===== src/rtl/memory_bus_arbiter.sv =====
// memory_bus_arbiter: merges NUM_MASTERS request ports onto one downstream
// port through a single registered request slot. Responses are routed back
// combinationally to the port that owns the response ID.
module memory_bus_arbiter #(
  parameter int NUM_MASTERS     = 2,
  parameter int DATA_WIDTH      = 24,
  parameter int ADDRESS_WIDTH   = 32,
  parameter int MASTER_ID_WIDTH = 8,
  parameter int IDS_PER_MASTER  = 4
) (
  input  logic                                   clock,
  input  logic                                   reset,
  input  logic [NUM_MASTERS*MASTER_ID_WIDTH-1:0] umsID,
  input  logic [NUM_MASTERS*ADDRESS_WIDTH-1:0]   umsAddress,
  input  logic [NUM_MASTERS*DATA_WIDTH-1:0]      umsData,
  input  logic [NUM_MASTERS-1:0]                 umsWrite,
  input  logic [NUM_MASTERS-1:0]                 umsValid,
  output logic [NUM_MASTERS-1:0]                 umsTaken,
  output logic [NUM_MASTERS*MASTER_ID_WIDTH-1:0] usmID,
  output logic [NUM_MASTERS*DATA_WIDTH-1:0]      usmData,
  output logic [NUM_MASTERS-1:0]                 usmValid,
  input  logic [NUM_MASTERS-1:0]                 usmTaken,
  output logic [MASTER_ID_WIDTH-1:0]             dmsID,
  output logic [ADDRESS_WIDTH-1:0]               dmsAddress,
  output logic [DATA_WIDTH-1:0]                  dmsData,
  output logic                                   dmsWrite,
  output logic                                   dmsValid,
  input  logic                                   dmsTaken,
  input  logic [MASTER_ID_WIDTH-1:0]             dsmID,
  input  logic [DATA_WIDTH-1:0]                  dsmData,
  input  logic                                   dsmValid,
  output logic                                   dsmTaken,
  output logic                                   idError
);

  localparam int PW  = (NUM_MASTERS > 1) ? $clog2(NUM_MASTERS) : 1;
  localparam int ISH = (IDS_PER_MASTER > 1) ? $clog2(IDS_PER_MASTER) : 0;

  logic          full;
  logic [PW-1:0] ptr;
  logic [PW-1:0] ptr_next;
  logic [PW-1:0] grant_idx;
  logic [PW:0]   grant_inc;
  logic          any_valid;
  logic          load;
  logic          grant;
  int            scan_idx;

  logic [MASTER_ID_WIDTH-1:0] owner;
  logic [PW-1:0]              owner_idx;
  logic                       owner_ok;

  // Round-robin scan starting at ptr; lowest offset with a valid request wins.
  always_comb begin
    any_valid = 1'b0;
    grant_idx = '0;
    scan_idx  = 0;
    for (int k = NUM_MASTERS - 1; k >= 0; k--) begin
      scan_idx = int'(ptr) + k;
      if (scan_idx >= NUM_MASTERS) scan_idx = scan_idx - NUM_MASTERS;
      if (umsValid[scan_idx]) begin
        any_valid = 1'b1;
        grant_idx = PW'(scan_idx);
      end
    end
  end

  // Accept a new request whenever the slot is empty or being drained this cycle.
  always_comb begin
    load      = !full || dmsTaken;
    grant     = load && any_valid;
    umsTaken  = grant ? (NUM_MASTERS'(1) << grant_idx) : '0;
    grant_inc = {1'b0, grant_idx} + 1'b1;
    ptr_next  = (grant_inc == (PW + 1)'(NUM_MASTERS)) ? '0 : grant_inc[PW-1:0];
  end

  // Slot occupancy, round-robin pointer and sticky ID error flag.
  always_ff @(posedge clock) begin
    if (reset) begin
      full    <= 1'b0;
      ptr     <= '0;
      idError <= 1'b0;
    end else begin
      if (grant) begin
        full <= 1'b1;
        ptr  <= ptr_next;
      end else if (dmsTaken) begin
        full <= 1'b0;
      end
      if (dsmValid && !owner_ok) idError <= 1'b1;
    end
  end

  // Request payload captured from the winning port; only meaningful while full.
  always_ff @(posedge clock) begin
    if (grant) begin
      dmsID      <= umsID[grant_idx*MASTER_ID_WIDTH +: MASTER_ID_WIDTH];
      dmsAddress <= umsAddress[grant_idx*ADDRESS_WIDTH +: ADDRESS_WIDTH];
      dmsData    <= umsData[grant_idx*DATA_WIDTH +: DATA_WIDTH];
      dmsWrite   <= umsWrite[grant_idx];
    end
  end

  assign dmsValid = full;

  // Response routing: the owning port is the ID divided by IDS_PER_MASTER.
  // Responses with an unowned ID are accepted and dropped.
  always_comb begin
    owner     = dsmID >> ISH;
    owner_ok  = (owner < MASTER_ID_WIDTH'(NUM_MASTERS));
    owner_idx = owner[PW-1:0];
    usmValid  = '0;
    dsmTaken  = 1'b1;
    if (owner_ok) begin
      usmValid[owner_idx] = dsmValid;
      dsmTaken            = usmTaken[owner_idx];
    end
  end

  assign usmID   = {NUM_MASTERS{dsmID}};
  assign usmData = {NUM_MASTERS{dsmData}};

endmodule


===== config.mk =====
export PLATFORM = sky130hd
export DESIGN_NAME = memory_bus_arbiter
export DESIGN_NICKNAME = d
export VERILOG_FILES = /design/src/rtl/memory_bus_arbiter.sv
export SDC_FILE = /design/constraint.sdc
export NUM_CORES = 1
export LEC_CHECK = 0
export ABC_CLOCK_PERIOD_IN_PS = 6300
export CORE_AREA = 3 3 118 120
export CTS_BUF_LIST = sky130_fd_sc_hd__clkbuf_16
export CTS_CLUSTER_DIAMETER = 80
export DETAILED_ROUTE_END_ITERATION = 8
export DIE_AREA = 0 0 121 123
export GPL_TIMING_DRIVEN = 0
export PLACE_DENSITY = 0.7
export SYNTH_ARGS = -nofsm -noshare
export SYNTH_HDL_FRONTEND = slang
export SYNTH_SLANG_ARGS = --single-unit

===== constraint.sdc =====
create_clock -name clock -period 6.3 [get_ports clock]
set_clock_uncertainty 0.1 [all_clocks]
set_input_delay 1.26 -clock clock [delete_from_list [all_inputs] [get_ports clock]]
set_output_delay 1.26 -clock clock [all_outputs]
set_load 0.01 [all_outputs]

==> results.md <==
STA:
- The number of max-slew violations in the final report is 0.
- For the pin with the worst max-slew slack, the measured transition is 656 ps.
- The setup slack of the critical path after layout is 1600 ps.
- The post-route clock period utilization is 0.747.
- The routed design could run at a clock period as short as 4700 ps.
- Measured against its own limit, the worst slew margin works out to 0.562.
- The count of endpoints failing hold in the final timing report is 0.
- Setup violations remaining at the end of the flow were counted as 0.
- Setup repair after global routing left no endpoint under its margin.
- For this run, the top clock speed supported by timing is 213 MHz.

Worst setup path:
- The cell with the most instances on the worst path is sky130_fd_sc_hd__clkdlybuf4s50_1.
- The reg-to-reg critical path startpoint is dmsValid$_SDFFE_PP0P_.
- The cell family contributing the most delay on the critical path is buffers and inverters.
- The critical setup path kind is in2out.
- The worst setup path is launched from a primary input.
- On the worst path, the slowest cell contributes a delay of 530 ps.
- The first element of the critical path is umsValid[1].
- The category of the worst setup path capture point is an output port.
- Data on the critical path arrives at its endpoint at ~3300 ps.
- The critical path required time is 4940 ps.
- The signal on the critical path passes through clkdlybuf4s50_1 -> nor2_1 -> nor2_4 -> buf_16 -> and2_1 -> clkdlybuf4s50_1.
- The cell count of the worst reg-to-reg path is 3.
- The critical path buffer and inverter count is 3.
- On the critical path, the stage with the largest delay is an instance of sky130_fd_sc_hd__clkdlybuf4s50_1.
- The total number of cells along the worst setup path is 6.
- The maximum fanout count along the critical path is 23.

Power:
- The combinational cell fraction of total power is 0.255.
- The cell leakage power is approximately 0.0026 uW.
- The cell-internal power is ~1100 uW.
- For this design the total switching power over the nets is 309 uW.
- The power per unit of standard cell area is 212 mW/mm2.
- Of the total power, the share spent switching nets is 0.214.
- The fraction of power consumed by sequential logic is 0.389.
- The power share of the clock group is 0.356.
- The largest vdd supply drop is ~0.0001 V.
- The design draws 1450 uW.

Die:
- For this configuration, the core starts out at a cell density of 0.263.
- The area of the core is approximately 0.013 mm2.
- The floorplan step defined a die boundary enclosing 0.0149 mm2.
- In this run the core area contains 42 standard-cell rows.
- The die extent in x is 121 um.
- The y dimension of the die is 123 um.
- In this run the count of I/O pins placed on the die edge is between 300 and 400.

Global routing:
- The total grt overflow is 0.
- The first global-routing pass estimated between 15000 and 20000 um of wire.
- The number of global-route vias before repair is 3022.
- The initial antenna violation count came to 0.
- Across every metal layer, demand over resource in global routing totals 0.146.
- The pin count of the biggest net entering global routing is 27.

Clock network:
- The clock reaches the later pin of the worst-skew pair after 320 ps.
- In this run the post-CTS setup repair buffer count came out at 0.
- In this run, post-CTS hold repair placed 0 buffers.
- The root buffer cell is sky130_fd_sc_hd__clkbuf_16.
- The number of buffers between clock root and the deepest sink is 2.
- The depth of the CTS H-tree is 3.
- The CTS tree is built.
- Once the clock tree was built, the resizer swapped 0 gates to a different size.
- The clock drives 68 sinks.
- After clock tree synthesis, the clock-pin slew on the worst setup and hold paths is 50 ps.
- The number of clock buffers added by TritonCTS is 9.

Finish:
- After filler insertion, the fill cell instance count of the layout stands at 1100.
- The count of antenna diodes in the layout is 0.
- The share of layout cells above drive strength 1 is 0.217.
- The multi-input gate area in the final layout is 867 um2.
- Compared with the post-synthesis result, the final layout area differs by 98.1%.
- The area of all sequential standard cells is 0.00201 mm2.
- Summing all non-filler instances in the final layout gives an area of about 0.0068 mm2.
- In the final design database the tool counted 686 nets.

Routing:
- After detailed routing, the number of vias per cell comes to 4.03.
- The number of design-rule violations left by the first detailed-router iteration is 121.
- For this run, design rule violations remaining after detail routing come to 0.
- Summing over every cut layer, the via total after detailed routing is around 2800.
- The routed design has 11400 um of wire.
- In this run the remaining antenna-violating nets after routing total 0.
- For this run, the detailed router's first-pass iteration total came to 3.
- In the final routed layout, each cell accounts on average for approximately 16 um.

Yosys:
- In this run, synthesis produced a sequential element count of 68.
- Of the post-synthesis cell area, the dominant cell type holds 0.568.
- The leading area contributor after synthesis is sky130_fd_sc_hd__edfxtp_1.
- Averaged over all synthesized cells, the footprint is 15.3 um2.
- The count of yosys warnings during synthesis is 0.
- The post-synthesis cell count is 224.
- The unique cell type count in the Yosys netlist is 26.
- Synthesis produced a netlist with a net count of ~390.
- By area the synthesized netlist is led by sky130_fd_sc_hd__edfxtp_1 (57%), sky130_fd_sc_hd__mux2_1 (15%), sky130_fd_sc_hd__buf_4 (14%), sky130_fd_sc_hd__mux2_2 (6.6%), sky130_fd_sc_hd__dfxtp_1 (1.7%).
- Of the synthesized area, sequential elements account for 0.585.
- The post-synthesis cell area is approximately 0.0034 mm2.

Placed design:
- The cell area reported after detailed placement is 0.00650 mm2.
- The final weighted congestion in routability-driven placement is 0.808.
- In this run the tool buffered the top-level ports with 279 buffer cells.
- Detailed placement finished with a half-perimeter wire length of about 10000 um.
- Timing analysis after detailed placement gives a worst setup slack of approximately 1600 ps.

Outcome:
- The flow ran to the end, and the final reports show no timing, DRC or antenna violations.

Worst hold path:
- Counting instances, the worst hold path has a depth of 2.
- The worst min-delay path category is reg2reg.
- In this run the most critical hold path is launched from idError$_SDFFE_PP0P_.

Run:
- The number of max-cap violations is 0.
## cell type report
type,instances,share of cell area
Multi-Input combinational cell,83,0.127
Tap cell,176,0.0323
Timing Repair Buffer,281,0.417
Clock inverter,6,0.0118
Clock buffer,9,0.0331
Buffer,71,0.0819
Sequential cell,68,0.295
Inverter,2,0.00110
## layer usage
metal	wire [um]	GRT usage
met1	3780	0.141
met2	5890	0.261
met3	1460	0.0709
met4	298	0.0659
met5	0	0
## flip-flops by register name, indices dropped and copies added, names as in the netlist
signal,cells
ptr,1
dmsValid,1
dmsWrite,1
dmsAddress,32
idError,1
dmsID,8
dmsData,24
## stage by stage
stage          hold slack, ps  TNS, ps  std cells   util
5_1_grt                   384        0        696  0.520
2_1_floorplan             363        0        224      -
3_3_place_gp              352   -14810        679  0.493
3_5_place_dp              337        0        681  0.497
4_1_cts                   355        0        696  0.520
6_report                  351        0        696  0.520
## path summary, 6_finish.rpt
check | end | slack [ps]
setup / recovery | umsTaken[0] | 1600
hold / removal | idError$_SDFFE_PP0P_ | 350
setup reg to reg | dmsAddress[12]$_DFFE_PP_ | 4580
hold reg to reg | idError$_SDFFE_PP0P_ | 350
## Yosys cell counts, drive strengths merged
cell type	instances
dfxtp	3
o21ba	1
buf	71
mux2	65
nor2b	1
nor2	3
nand2b	1
nor4b	1
mux2i	1
o211a	1
and2	1
or4	1
edfxtp	65
inv	2
a21oi	2
o21ai	2
nor3	1
nand2	1
and3	1
## logic make-up (layout without fill, tap and decap cells)
family | after synthesis | count (layout) | share of synthesized area
flops | 68 | 68 | 0.585
simple gates | 11 | 11 | 0.0215
buf+inv | 73 | 369 | 0.165
compound gates | 6 | 6 | 0.0127
mux | 66 | 66 | 0.216
## power groups by stage
stage	sequential, uW	combinational (uW)	clock, uW
6_report	562	369	515
5_1_grt	566	392	551
4_1_cts	563	376	534
3_5_place_dp	572	375	0
3_3_place_gp	574	364	0
2_1_floorplan	597	106	0
## layout by cell type, fill, tap and decap left out, types with 2 or more instances in the layout
cell	n
sky130_fd_sc_hd__clkinv_1	2
sky130_fd_sc_hd__buf_4	64
sky130_fd_sc_hd__clkdlybuf4s50_1	279
sky130_fd_sc_hd__edfxtp_1	65
sky130_fd_sc_hd__buf_2	2
sky130_fd_sc_hd__clkbuf_16	9
sky130_fd_sc_hd__dfxtp_1	3
sky130_fd_sc_hd__bufinv_16	2
sky130_fd_sc_hd__a21oi_1	2
sky130_fd_sc_hd__buf_6	2
sky130_fd_sc_hd__mux2_2	20
sky130_fd_sc_hd__buf_8	3
sky130_fd_sc_hd__mux2_1	45
## worst min-delay path: stages (launching register included)
cell	delay [ps]
sky130_fd_sc_hd__dfxtp_1	310
sky130_fd_sc_hd__inv_1	50
sky130_fd_sc_hd__a21oi_1	50
Note: power is estimated with default switching activity, not from simulation.
